## src/rtl/compass_pkg.sv

```systemverilog
`default_nettype none
// ============================================================================
// Module   : compass_pkg
// Brief    : Shared direction codes and sequence-state encoding.
// Revision : 1.0 - initial release
// ============================================================================
package compass_pkg;

    localparam int dir_width_c = 2;

    typedef enum logic [1:0] {
        N = 2'b00,
        E = 2'b01,
        W = 2'b10,
        S = 2'b11
    } dir_t;

    typedef enum logic [1:0] {
        EMPTY   = 2'b00,
        FILLING = 2'b01,
        ARMED   = 2'b10
    } seq_state_t;

endpackage
`default_nettype wire

```

## src/rtl/hold_timer.sv

```systemverilog
`default_nettype none
// ============================================================================
// Module   : hold_timer
// Brief    : Saturating counter; down mode loads load_p, up mode counts to it.
// Revision : 1.0 - initial release
// ============================================================================
module hold_timer
    import compass_pkg::*;
#(
    parameter int width_p    = 4,
    parameter int load_p     = 8,
    parameter bit count_up_p = 1'b0
) (
    input  logic               clk_i,
    input  logic               reset_n_i,
    input  logic               start_i,
    output logic [width_p-1:0] count_o,
    output logic               busy_o
);

    localparam logic [width_p-1:0] c_load = width_p'(load_p);

    logic [width_p-1:0] r_count;

    generate
        if (count_up_p) begin : g_up
            // start_i restarts from zero; the count parks at load_p
            always_ff @(posedge clk_i or negedge reset_n_i) begin
                if (!reset_n_i) begin
                    r_count <= '0;
                end else if (start_i) begin
                    r_count <= '0;
                end else if (r_count != c_load) begin
                    r_count <= r_count + 1'b1;
                end
            end
            assign busy_o = (r_count != c_load);
        end else begin : g_down
            always_ff @(posedge clk_i or negedge reset_n_i) begin
                if (!reset_n_i) begin
                    r_count <= '0;
                end else if (start_i) begin
                    r_count <= c_load;
                end else if (r_count != '0) begin
                    r_count <= r_count - 1'b1;
                end
            end
            assign busy_o = (r_count != '0);
        end
    endgenerate

    assign count_o = r_count;

endmodule
`default_nettype wire

```

## src/rtl/compass_seq_n.sv

```systemverilog
`default_nettype none
// ============================================================================
// Module   : compass_seq_n
// Brief    : Loadable depth_p-entry direction sequence detector with win hold.
// Revision : 1.0 - initial release
// ============================================================================
module compass_seq_n
    import compass_pkg::*;
#(
    parameter int depth_p   = 4,
    parameter int timeout_p = 24000000,
    parameter int hold_p    = 12000000,
    parameter int overlap_p = 1,
    parameter logic [dir_width_c*depth_p-1:0] pattern_reset_p = '0
) (
    input  logic                               clk_i,
    input  logic                               reset_n_i,
    input  logic [dir_width_c-1:0]             direction_i,
    input  logic                               valid_i,
    input  logic                               load_i,
    input  logic [dir_width_c*depth_p-1:0]     pattern_i,
    output logic                               detect_o,
    output logic                               win_o,
    output logic [$clog2(depth_p+1)-1:0]       fill_o,
    output logic                               timeout_o
);

    localparam int                  c_win_w  = dir_width_c * depth_p;
    localparam int                  c_fill_w = $clog2(depth_p + 1);
    localparam int                  c_hold_w = $clog2(hold_p + 1);
    localparam logic [c_fill_w-1:0] c_depth  = c_fill_w'(depth_p);

    logic [c_win_w-1:0]  r_window;
    logic [c_win_w-1:0]  r_pattern;
    logic [c_fill_w-1:0] r_fill;
    seq_state_t          r_state;
    logic                r_detect;
    logic                r_timeout;

    logic [c_win_w-1:0]  w_window_shift;
    logic [c_fill_w-1:0] w_fill_inc;
    logic [c_fill_w-1:0] w_fill_next;
    seq_state_t          w_state_next;
    logic                w_accept;
    logic                w_match;
    logic                w_timeout_fire;
    logic [c_hold_w-1:0] w_hold_count_unused;

    // load_i owns the cycle: a coincident strobe is dropped
    assign w_accept = valid_i && !load_i;

    generate
        if (depth_p == 1) begin : g_single
            assign w_window_shift = direction_i;
        end else begin : g_multi
            assign w_window_shift = {direction_i, r_window[c_win_w-1:dir_width_c]};
        end

        if (timeout_p > 0) begin : g_timeout
            localparam int                  c_idle_w    = $clog2(timeout_p + 1);
            localparam logic [c_idle_w-1:0] c_idle_last = c_idle_w'(timeout_p - 1);

            logic [c_idle_w-1:0] w_idle_count;
            logic                w_idle_busy_unused;

            hold_timer #(
                .width_p    (c_idle_w),
                .load_p     (timeout_p),
                .count_up_p (1'b1)
            ) u_idle_timer (
                .clk_i     (clk_i),
                .reset_n_i (reset_n_i),
                .start_i   (valid_i || load_i || w_timeout_fire),
                .count_o   (w_idle_count),
                .busy_o    (w_idle_busy_unused)
            );

            // fires on the edge that would take the idle count to timeout_p
            assign w_timeout_fire = !valid_i && !load_i && (r_state != EMPTY)
                                    && (w_idle_count == c_idle_last);
        end else begin : g_no_timeout
            assign w_timeout_fire = 1'b0;
        end
    endgenerate

    always_comb begin
        w_fill_inc   = (r_state == ARMED) ? r_fill : r_fill + 1'b1;
        w_match      = w_accept && (w_fill_inc == c_depth) && (w_window_shift == r_pattern);
        w_fill_next  = r_fill;
        w_state_next = r_state;

        if (load_i) begin
            w_fill_next = '0;
        end else if (w_accept) begin
            w_fill_next = (w_match && (overlap_p == 0)) ? '0 : w_fill_inc;
        end else if (w_timeout_fire) begin
            w_fill_next = '0;
        end

        if (w_fill_next == '0) begin
            w_state_next = EMPTY;
        end else if (w_fill_next == c_depth) begin
            w_state_next = ARMED;
        end else begin
            w_state_next = FILLING;
        end
    end

    always_ff @(posedge clk_i or negedge reset_n_i) begin
        if (!reset_n_i) begin
            r_state <= EMPTY;
        end else begin
            r_state <= w_state_next;
        end
    end

    always_ff @(posedge clk_i or negedge reset_n_i) begin
        if (!reset_n_i) begin
            r_window  <= '0;
            r_pattern <= pattern_reset_p;
            r_fill    <= '0;
            r_detect  <= 1'b0;
            r_timeout <= 1'b0;
        end else begin
            r_fill    <= w_fill_next;
            r_detect  <= w_match;
            r_timeout <= w_timeout_fire;
            if (load_i) begin
                r_pattern <= pattern_i;
                r_window  <= '0;
            end else if (w_accept) begin
                r_window  <= w_window_shift;
            end
        end
    end

    // loads on the same edge that raises detect_o, so win_o rises with it
    hold_timer #(
        .width_p    (c_hold_w),
        .load_p     (hold_p),
        .count_up_p (1'b0)
    ) u_win_timer (
        .clk_i     (clk_i),
        .reset_n_i (reset_n_i),
        .start_i   (w_match),
        .count_o   (w_hold_count_unused),
        .busy_o    (win_o)
    );

    assign detect_o  = r_detect;
    assign timeout_o = r_timeout;
    assign fill_o    = r_fill;

endmodule
`default_nettype wire

```

## config.mk

```make
export PLATFORM = sky130hd
export DESIGN_NAME = compass_seq_n
export DESIGN_NICKNAME = d
export VERILOG_FILES = /design/src/rtl/compass_pkg.sv /design/src/rtl/hold_timer.sv /design/src/rtl/compass_seq_n.sv
export SDC_FILE = /design/constraint.sdc
export NUM_CORES = 1
export LEC_CHECK = 0
export CORE_MARGIN = 5
export CORE_UTILIZATION = 45
export CTS_CLUSTER_SIZE = 12
export DETAILED_ROUTE_END_ITERATION = 8
export MAX_ROUTING_LAYER = met4
export SYNTH_ARGS = -nofsm -noshare
export SYNTH_HDL_FRONTEND = slang
export SYNTH_SLANG_ARGS = --single-unit
```

## constraint.sdc

```tcl
create_clock -name clk_i -period 3.1 [get_ports clk_i]
set_input_delay 0.62 -clock clk_i [delete_from_list [all_inputs] [get_ports clk_i]]
set_output_delay 0.62 -clock clk_i [all_outputs]
set_load 0.1 [all_outputs]
```

# Word level (Yosys, flattened, before mapping)
# Index checks and enable logic that the tools add are counted.
[word_totals]
in_bits = 14
ff_bits = 72
[op_classes]
muxes = 12
eq_ne = 6
n_addsub = 3
reduce_logical = 16
[ops]
columns = ["operator", "count"]
rows = [
  ["$mux W25", 2],
  ["$mux W24", 2],
  ["$add A25 B1 Y25 const B", 1],
  ["$eq A25 B25 Y1 const B", 1],
  ["$ne A25 B25 Y1 const B", 1],
  ["$reduce_bool A24 Y1", 1],
  ["$sub A24 B1 Y24 const B", 1],
  ["$mux W8", 2],
  ["$mux W3", 4],
  ["$eq A8 B8 Y1", 1],
  ["$reduce_bool A2 Y1", 4],
  ["$eq A3 B3 Y1 const B", 2],
  ["$logic_and A1 B1 Y1", 6],
  ["$mux W2", 2],
  ["$add A3 B1 Y3 const B", 1],
  ["$logic_not A3 Y1", 1],
  ["$eq A2 B2 Y1 const B", 1],
  ["$logic_not A1 Y1", 2],
  ["$logic_or A1 B1 Y1", 2],
]

# Logic depth before layout (Yosys ltp)
# Gate-level depths: netlist (run 1).
[depth]
ltp_word = 10
ltp_mapped = 9

# By module
# A second synthesis (run 1) with hierarchy kept.
[hier_totals]
hier_cells = 362
hier_area_um2 = 3718.6
[modules_own_cells]
columns = ["module", "cells_each", "area_per_inst_um2", "n_inst"]
rows = [
  ["hold_timer (g_timeout.u_idle_timer)", 140, 1326.3, 1],
  ["hold_timer (u_win_timer)", 132, 1268.7, 1],
  ["compass_seq_n", 90, 1123.6, 1],
]

# Least setup slack after synthesis (run 1)
# OpenSTA, ideal clock, no wires.
[synth_path]
path_type = "register to output"
from = "register u_win_timer.r_count[18] (netlist: u_win_timer.count_o[18])"
to = "output port win_o"
path_slack_ps = 547
path_stages_with_launch = 5
arrival_ps = 1933
path_buffers = 0
t_required_ps = 2480
cell_sequence = "dfrtp_1 -> or4_4 -> or3_4 -> nor3_4 -> inv_1"
[synth_via]
elab_chain_len = 1
[synth_lines]
columns = ["element", "line_no", "source"]
rows = [
  ["start: declaration", "hold_timer.sv:23", "logic [width_p-1:0] r_count;"],
  ["start signal: assignment", "hold_timer.sv:43", "r_count <= c_load;"],
  ["start signal: assignment", "hold_timer.sv:45", "r_count <= r_count - 1'b1;"],
  ["$reduce_bool A24 Y1", "hold_timer.sv:48", "assign busy_o = (r_count != '0);"],
  ["end: declaration", "compass_seq_n.sv:23", "output logic win_o,"],
]
# Every way passes these cells.

# Final worst setup path (run 1)
# Same ends and word-level chain as after synthesis.

==> results of run 1 <==
## cell usage in the layout, fill, tap and decap left out, types with 2 or more instances in the layout
cell type and instances:
nor4_4 4, nor4b_1 4, or3_1 6, and4_1 4, a21oi_1 15, clkdlybuf4s50_1 12, o21ai_0 4, buf_4 8
and4b_1 2, mux2_2 10, a211oi_1 4, nand2b_1 3, dfrtp_1 70, buf_12 3, xnor2_1 44, nand3b_1 4
or3b_2 2, nand3_1 9, or4_1 2, and3_1 6, nor3_1 13, nand4_1 4, nor4_2 2, nand2_1 26
clkinvlp_4 3, inv_1 14, nor2_1 52, clkbuf_8 9, a2111oi_0 2, mux2i_1 7, nor4_1 8, xor2_1 4
ha_1 5, nor2b_1 3, o21ai_1 2
## final timing paths
kind	startpoint	endpoint	slack, ns
worst max-delay path	u_win_timer.count_o[18]$_DFFE_PN0P_	win_o	0.24
worst min-delay path	reset_n_i	detect_o$_DFF_PN0_	0.28
worst max register to register	u_win_timer.count_o[0]$_DFFE_PN0P_	u_win_timer.count_o[9]$_DFFE_PN0P_	0.73
worst min register to register	u_win_timer.count_o[23]$_DFFE_PN0P_	u_win_timer.count_o[23]$_DFFE_PN0P_	0.53
max in group asynchronous	reset_n_i	fill_o[1]$_DFF_PN0_	2.51
min in group clk_i	u_win_timer.count_o[23]$_DFFE_PN0P_	u_win_timer.count_o[23]$_DFFE_PN0P_	0.53
## sequential cells by signal, indices dropped and copies added, names as in the netlist
name and cells:
g_timeout.u_idle_timer.count_o 25, u_win_timer.count_o 24, r_pattern 8, r_window 6, fill_o 3, r_state 2, detect_o 1, timeout_o 1
## final cells by class
type	count	area share, %
Clock buffer	10	3.04
Clock inverter	6	1.67
Inverter	14	1.25
Multi-Input combinational cell	265	43.4
Sequential cell	70	41.7
Tap cell	105	3.13
Timing Repair Buffer	24	5.83
## synthesized netlist by cell type (5+ instances only)
| library cell | number |
|---|---|
| a21oi_1 | 15 |
| mux2_2 | 10 |
| nand2_1 | 26 |
| ha_1 | 5 |
| nor2_1 | 52 |
| or3_1 | 6 |
| dfrtp_1 | 70 |
| xnor2_1 | 44 |
| nor3_1 | 13 |
| nor4_1 | 8 |
| nand3_1 | 9 |
| clkbuf_1 | 7 |
| mux2i_1 | 7 |
| and3_1 | 6 |
| inv_1 | 14 |
## per-layer routing
| metal | vias to the layer above | part of all wire (%) |
|---|---|---|
| li1 | 1301 | - |
| met1 | 1256 | 51 |
| met2 | 32 | 45 |
| met3 | 9 | 2.2 |
| met4 | 0 | 1.9 |
| met5 | - | 0 |
## report_power, final
group	switching (mW)	internal (mW)
logic	0.0884	0.0837
clock network	0.375	0.376
registers	0.0687	0.960
total	0.532	1.42
## kinds of logic (layout without fill, tap and decap cells)
kind of cell / Yosys count / in the layout / synth area share (%)
multiplexers: 18 / 18 / 5.26
AND/OR/NAND/NOR: 162 / 162 / 25.5
XOR/XNOR: 48 / 48 / 11.4
adder cells (fa/ha/maj): 5 / 5 / 1.70
flip-flops: 70 / 70 / 47.5
buffers and inverters: 28 / 54 / 3.29
AO/OA/AOI/OAI: 32 / 32 / 5.43
## per-stage QoR
step	worst slack, ns	instances	area [um^2]
final	0.241	494	4200
after global routing	0.179	494	4200
after CTS	0.229	494	4200
after detailed placement	0.567	478	4010
after global placement	0.622	478	4010
after floorplan	0.547	363	3690
==> metrics.md, run 1 <==
| Metric | Value |
|---|---|
| Worst skew pair latency | `0.35 ns` |
| Multi-input logic area | `roughly 0.0018 mm^2` |
| Mapped Nets | `roughly 380` |
| Crit Path Max Fanout | `4` |
| LEAKAGE | `around 1.6 nW` |
| Routed WL | `approximately 6800 um` |
| DRT antenna net count | `0` |
| DIE WIDTH | `101 um` |
| Slowest-stage cell, CP | `or4_4` |
| Top-area cell type share of the netlist area | `47.5%` |
| First-pass GRT wire length | `approximately 12,000 um` |
| Synth Warn # | `0` |
| Post-synth EDFFs | `0` |
| Post-synthesis sequential area ratio | `between 40% and 50%` |
| Die extent in y | `just over 100 um` |
| Worst-Margin Slew | `0.549 ns` |
| Htree depth | `3` |
| # hold bufs at CTS | `0` |
| Outcome | `complete, no violations` |
| Leading area contributor after synthesis | `dfrtp_1` |
| Worst rel slew slack | `between 60 and 70%` |
| Clk sinks | `70` |
| Total power | `about 2 mW` |
| ANT cells | `0` |
| I/O Buffers | `19` |
| Share of cells above drive strength 1 | `between 10% and 20%` |
| GR Layer Usage met3 | `2.91%` |
| Cell variety after synth | `49` |
| CP required | `~2.5 ns` |
| Initial Util | `around 46%` |
| Final-report max-slew violation count | `0` |
| CTS Buf Count | `9` |
| Final setup fails | `0` |
| GRT met2 Usage | `a little under a quarter` |
| Placer Congestion | `approximately 0.79` |
| Root Buffer | `clkbuf_8` |
| Vias per cell | `5.26` |
| Worst path top cell family by delay | `simple AND/OR/NAND/NOR gates` |
| Die area | `~0.01 mm^2` |
| Final Util | `around 52%` |
| Tot GR Track Use | `15.3%` |
| Post-Syn Area | `~0.0037 mm^2` |
| Worst r2r path cells | `8` |
| Hold WS | `roughly 0.28 ns` |
| Setup TNS | `0 ns` |
| PwrDens | `~460 mW/mm^2` |
| Critical Path Sink Type | `output pin` |
| Synth Register Bits | `70` |
| Max Clock Skew | `about 0.012 ns` |
| Top cells by area, synth | `dfrtp_1, xnor2_1, nor2_1` |
| Hold Violations, Final | `0` |
| Initial antenna violation count | `0` |
| Worst Hold Class | `in -> async` |
| RSZ-0062 raised after global routing | `false` |
| Fin nets | `between 400 and 500` |
| # DRC | `0` |
| Mapped Cells | `363` |
| Setup crit start kind | `flop` |
| Slowest stage delay, CP | `about 0.58 ns` |
| CP arrival | `~2.2 ns` |
| Vias in the first global route | `about 2,500` |
| Core Footprint | `approximately 0.008 mm^2` |
| Global route hottest layer | `met2` |
| Crit-path cells | `or4_4, or3_4, nor3_4, inv_1, buf_12` |
| Syn_area_per_cell | `slightly above 10 um^2` |
| Synth Flop Type | `dfrtp_1` |
| Num ports | `20` |
| Overflow after GRT | `0` |
| Via count | `2,598` |
| Max rail drop VDD | `about 0.00027 V` |
| Clock transition at path regs | `about 0.08 ns` |
| DRT Pass-1 Iters | `4` |
| Max-Cap Viols | `0` |
| DRT iter0 DRCs | `86` |
| CP Buf/Inv Count | `2` |
| Pin count of the biggest net entering global routing | `71` |
| Final worst path period share | `92.2%` |
| Row count | `33` |
| Area Overhead vs Synth | `13.9%` |
| PostCTS Resize Cnt | `0` |
| Total area of sequential cells | `between 0.0015 and 0.002 mm^2` |
| Fin crit period | `between 2 and 3 ns` |
| M1 GR Usage | `20.6%` |
| FFs w/ async S/R, synth | `100%` |
| Post-CTS Setup Bufs | `0` |
| Levels on crit path | `5` |
| Clock Path Buffers | `2` |
| WS Path Type | `reg -> out` |
| CTS tree | `yes` |
| WL/cell | `~14 um` |
| Fillcell total | `773` |
| Fmax | `between 300 and 400 MHz` |
| DP HPWL | `~4500 um` |
No activity file was read; power rests on OpenSTA's default activity.
==> run 2: changes to the inputs <==
--- a/config.mk
+++ b/config.mk
@@ -6,10 +6,11 @@
 export NUM_CORES = 1
 export LEC_CHECK = 0
 export CORE_MARGIN = 5
-export CORE_UTILIZATION = 45
+export CORE_UTILIZATION = 64
 export CTS_CLUSTER_SIZE = 12
 export DETAILED_ROUTE_END_ITERATION = 8
 export MAX_ROUTING_LAYER = met4
+export PLACE_DENSITY = 0.84
 export SYNTH_ARGS = -nofsm -noshare
 export SYNTH_HDL_FRONTEND = slang
 export SYNTH_SLANG_ARGS = --single-unit
==> run 2 against run 1 <==
Against the previous run:
- total power is 1.7% lower
- clock power down 5.1%
- highest routed layer unchanged
- cell count fell by 6.9%
==> metrics.md, run 2 (synthesis gave the netlist of run 1 again) <==
| Metric | Value |
|---|---|
| Initial Util | `66.6% (was 45.6%)` |
| Root Buffer | `clkbuf_8 (unchanged)` |
| Critical Path Sink Type | `output pin (unchanged)` |
| CP required | `2.48 ns (about the same)` |
| Placer Congestion | `0.830 (was 0.795)` |
| Sw Share | `25.5% (was 27.2%)` |
| PwrDens | `466 mW/mm^2 (was 464 mW/mm^2)` |
| Sw Pwr | `489 uW (was 532 uW)` |
| Max-Cap Viols | `0 (unchanged)` |
| RSZ-0062 raised after global routing | `false (unchanged)` |
| Worst skew pair latency | `0.34 ns (was 0.35 ns)` |
| Final worst path period share | `91.4% (was 92.2%)` |
| Total power | `1.92 mW (was 1.95 mW)` |
| Via count | `2,656 (was 2,598)` |
| Fin nets | `403 (unchanged)` |
| Initial antenna violation count | `0 (unchanged)` |
| Area Overhead vs Synth | `11.7% (was 13.9%)` |
| Most frequent cells in the layout | `dfrtp_1, nor2_1, xnor2_1 (unchanged)` |
| DRT antenna net count | `0 (unchanged)` |
| DP HPWL | `4530 um (was 4540 um)` |
| # DRC | `0 (unchanged)` |
| WS Path Type | `reg -> out (unchanged)` |
| Multi-input logic area | `0.00182 mm^2 (was 0.00183 mm^2)` |
| # hold bufs at CTS | `0 (unchanged)` |
| Pin count of the biggest net entering global routing | `71 (unchanged)` |
| Part of the power in registers | `53.8% (was 52.7%)` |
| Die area | `0.00738 mm^2 (was 0.0101 mm^2)` |
| Worst Hold Class | `in -> async (unchanged)` |
| Clk sinks | `70 (unchanged)` |
| Vias in the first global route | `2,701 (was 2,525)` |
| Clock Path Buffers | `2 (unchanged)` |
| I/O Buffers | `19 (unchanged)` |
| Tot GR Track Use | `21.5% (was 15.3%)` |
| Total area of sequential cells | `0.00175 mm^2 (unchanged)` |
| CP arrival | `2.21 ns (was 2.24 ns)` |
| Overflow after GRT | `0 (unchanged)` |
| Row count | `27 (was 33)` |
| Core Footprint | `0.00554 mm^2 (was 0.00809 mm^2)` |
| LEAKAGE | `1.55 nW (was 1.57 nW)` |
| Fin crit period | `2.83 ns (was 2.86 ns)` |
| DRT iter0 DRCs | `137 (was 86)` |
| PostCTS Resize Cnt | `0 (unchanged)` |
| Htree depth | `3 (unchanged)` |
| ANT cells | `0 (unchanged)` |
| Clock transition at path regs | `0.07 ns (was 0.08 ns)` |
| Max reg flops | `25 (unchanged)` |
| CTS tree | `yes (unchanged)` |
| Final-report max-slew violation count | `0 (unchanged)` |
| Post-CTS Setup Bufs | `0 (unchanged)` |
| Final setup fails | `0 (unchanged)` |
| Setup TNS | `0 ns (unchanged)` |
| Outcome | `complete, no violations (unchanged)` |
| Setup crit start kind | `flop (unchanged)` |
| Max Clock Skew | `0.0102 ns (was 0.0117 ns)` |
| Fmax | `353 MHz (was 350 MHz)` |
| Fillcell total | `393 (was 773)` |
| Worst rel slew slack | `42.2% (was 63.1%)` |
| DIE WIDTH | `85.9 um (was 101 um)` |
| Die extent in y | `85.9 um (was 101 um)` |
| Placed Cells | `445 (was 478)` |
| Int Pwr | `1.43 mW (was 1.42 mW)` |
| Slowest stage delay, CP | `0.56 ns (was 0.58 ns)` |
| Max rail drop VDD | `0.000363 V (was 0.000271 V)` |
| Share of power burned in the clock network | `37.2% (was 38.5%)` |
| Final cell count without fillers | `460 (was 494)` |
| Logic pwr share | `9.0% (was 8.8%)` |
| DRT Pass-1 Iters | `4 (unchanged)` |
| First-pass GRT wire length | `12,300 um (was 12,000 um)` |
| Slowest-stage cell, CP | `or4_4 (unchanged)` |
| Hold Violations, Final | `0 (unchanged)` |
| CTS Buf Count | `9 (unchanged)` |
| Vias per cell | `5.77 (was 5.26)` |
| WL/cell | `14.9 um (was 13.8 um)` |
| Crit-path cells | `or4_4, or3_4, nor3_4, inv_1, buf_12 (unchanged)` |
| Most common cell after layout, fill and taps aside | `dfrtp_1 (unchanged)` |
| Routed WL | `6850 um (was 6840 um)` |
| Worst-Margin Slew | `0.867 ns (was 0.549 ns)` |
| Crit Path Max Fanout | `4 (unchanged)` |
| Share of cells above drive strength 1 | `13.1% (was 13.4%)` |
| Num ports | `20 (unchanged)` |
## run 2: cell count changes in the layout (fill, tap and decap cells not counted), sizes merged
cell / delta
clkinvlp: -2
clkbuf: +1
clkinv: +1
inv: -1
## run 2: per-layer routing
metal | up-vias | global-route usage, % | routed length, um
met5 | - | - | 0
met3 | 13 | 4.80 | 214
met1 | 1303 | 28.0 | 3180
met4 | 0 | 8.78 | 160
met2 | 42 | 32.7 | 3300
li1 | 1298 | - | -
## run 2: layout make-up
class | count | share of cell area (%)
Multi-Input combinational cell | 265 | 44.1
Sequential cell | 70 | 42.5
Timing Repair Buffer | 24 | 5.34
Clock buffer | 11 | 3.43
Tap cell | 72 | 2.19
Inverter | 14 | 1.28
Clock inverter | 4 | 1.15
## run 2: worst max-delay path, delay by kind of cell (launching register included)
kind	cells	cell delay [ns]
AND/OR/NAND/NOR	3	1.20
buffers and inverters	2	0.27
flip-flops	1	0.40
## run 2: final timing paths
path / start / end / slack (ns) / cells past startpoint
max: u_win_timer.count_o[18]$_DFFE_PN0P_ / win_o / 0.27 / 5
min: reset_n_i / g_timeout.u_idle_timer.count_o[18]$_DFFE_PN0P_ / 0.46 / 2
max reg2reg: u_win_timer.count_o[0]$_DFFE_PN0P_ / u_win_timer.count_o[9]$_DFFE_PN0P_ / 0.63 / 8
min reg2reg: u_win_timer.count_o[23]$_DFFE_PN0P_ / u_win_timer.count_o[23]$_DFFE_PN0P_ / 0.53 / 2
max in group asynchronous: reset_n_i / r_window[5]$_DFFE_PN0P_ / 2.05 / 2
min in group clk_i: u_win_timer.count_o[23]$_DFFE_PN0P_ / u_win_timer.count_o[23]$_DFFE_PN0P_ / 0.53 / 2
## run 2: per-stage QoR
stage               setup WS, ns  instance area, um^2  utilization, %  hold slack (ns)
finish                     0.265                 4120            74.4            0.464
global route               0.192                 4120            74.4            0.547
CTS                        0.259                 4120            74.4            0.510
detailed placement         0.628                 3930            71.0            0.507
global placement           0.670                 3930            71.0            0.512
floorplan                  0.547                 3690               -            0.324
## run 2: power groups by stage
stage | Sequential [mW] | Clock [mW] | Combinational, mW
final | 1.03 | 0.713 | 0.173
after global routing | 1.04 | 0.776 | 0.194
after CTS | 1.03 | 0.728 | 0.176
after detailed placement | 1.05 | 0 | 0.174
after global placement | 1.04 | 0 | 0.168
after floorplan | 1.05 | 0 | 0.103
==> run 3: changes to the inputs <==
--- a/config.mk
+++ b/config.mk
@@ -14,3 +14,4 @@
 export SYNTH_ARGS = -nofsm -noshare
 export SYNTH_HDL_FRONTEND = slang
 export SYNTH_SLANG_ARGS = --single-unit
+export TNS_END_PERCENT = 50
==> results of run 3 <==
Same layout as run 2: the final DEF is identical, and so are final timing and power.
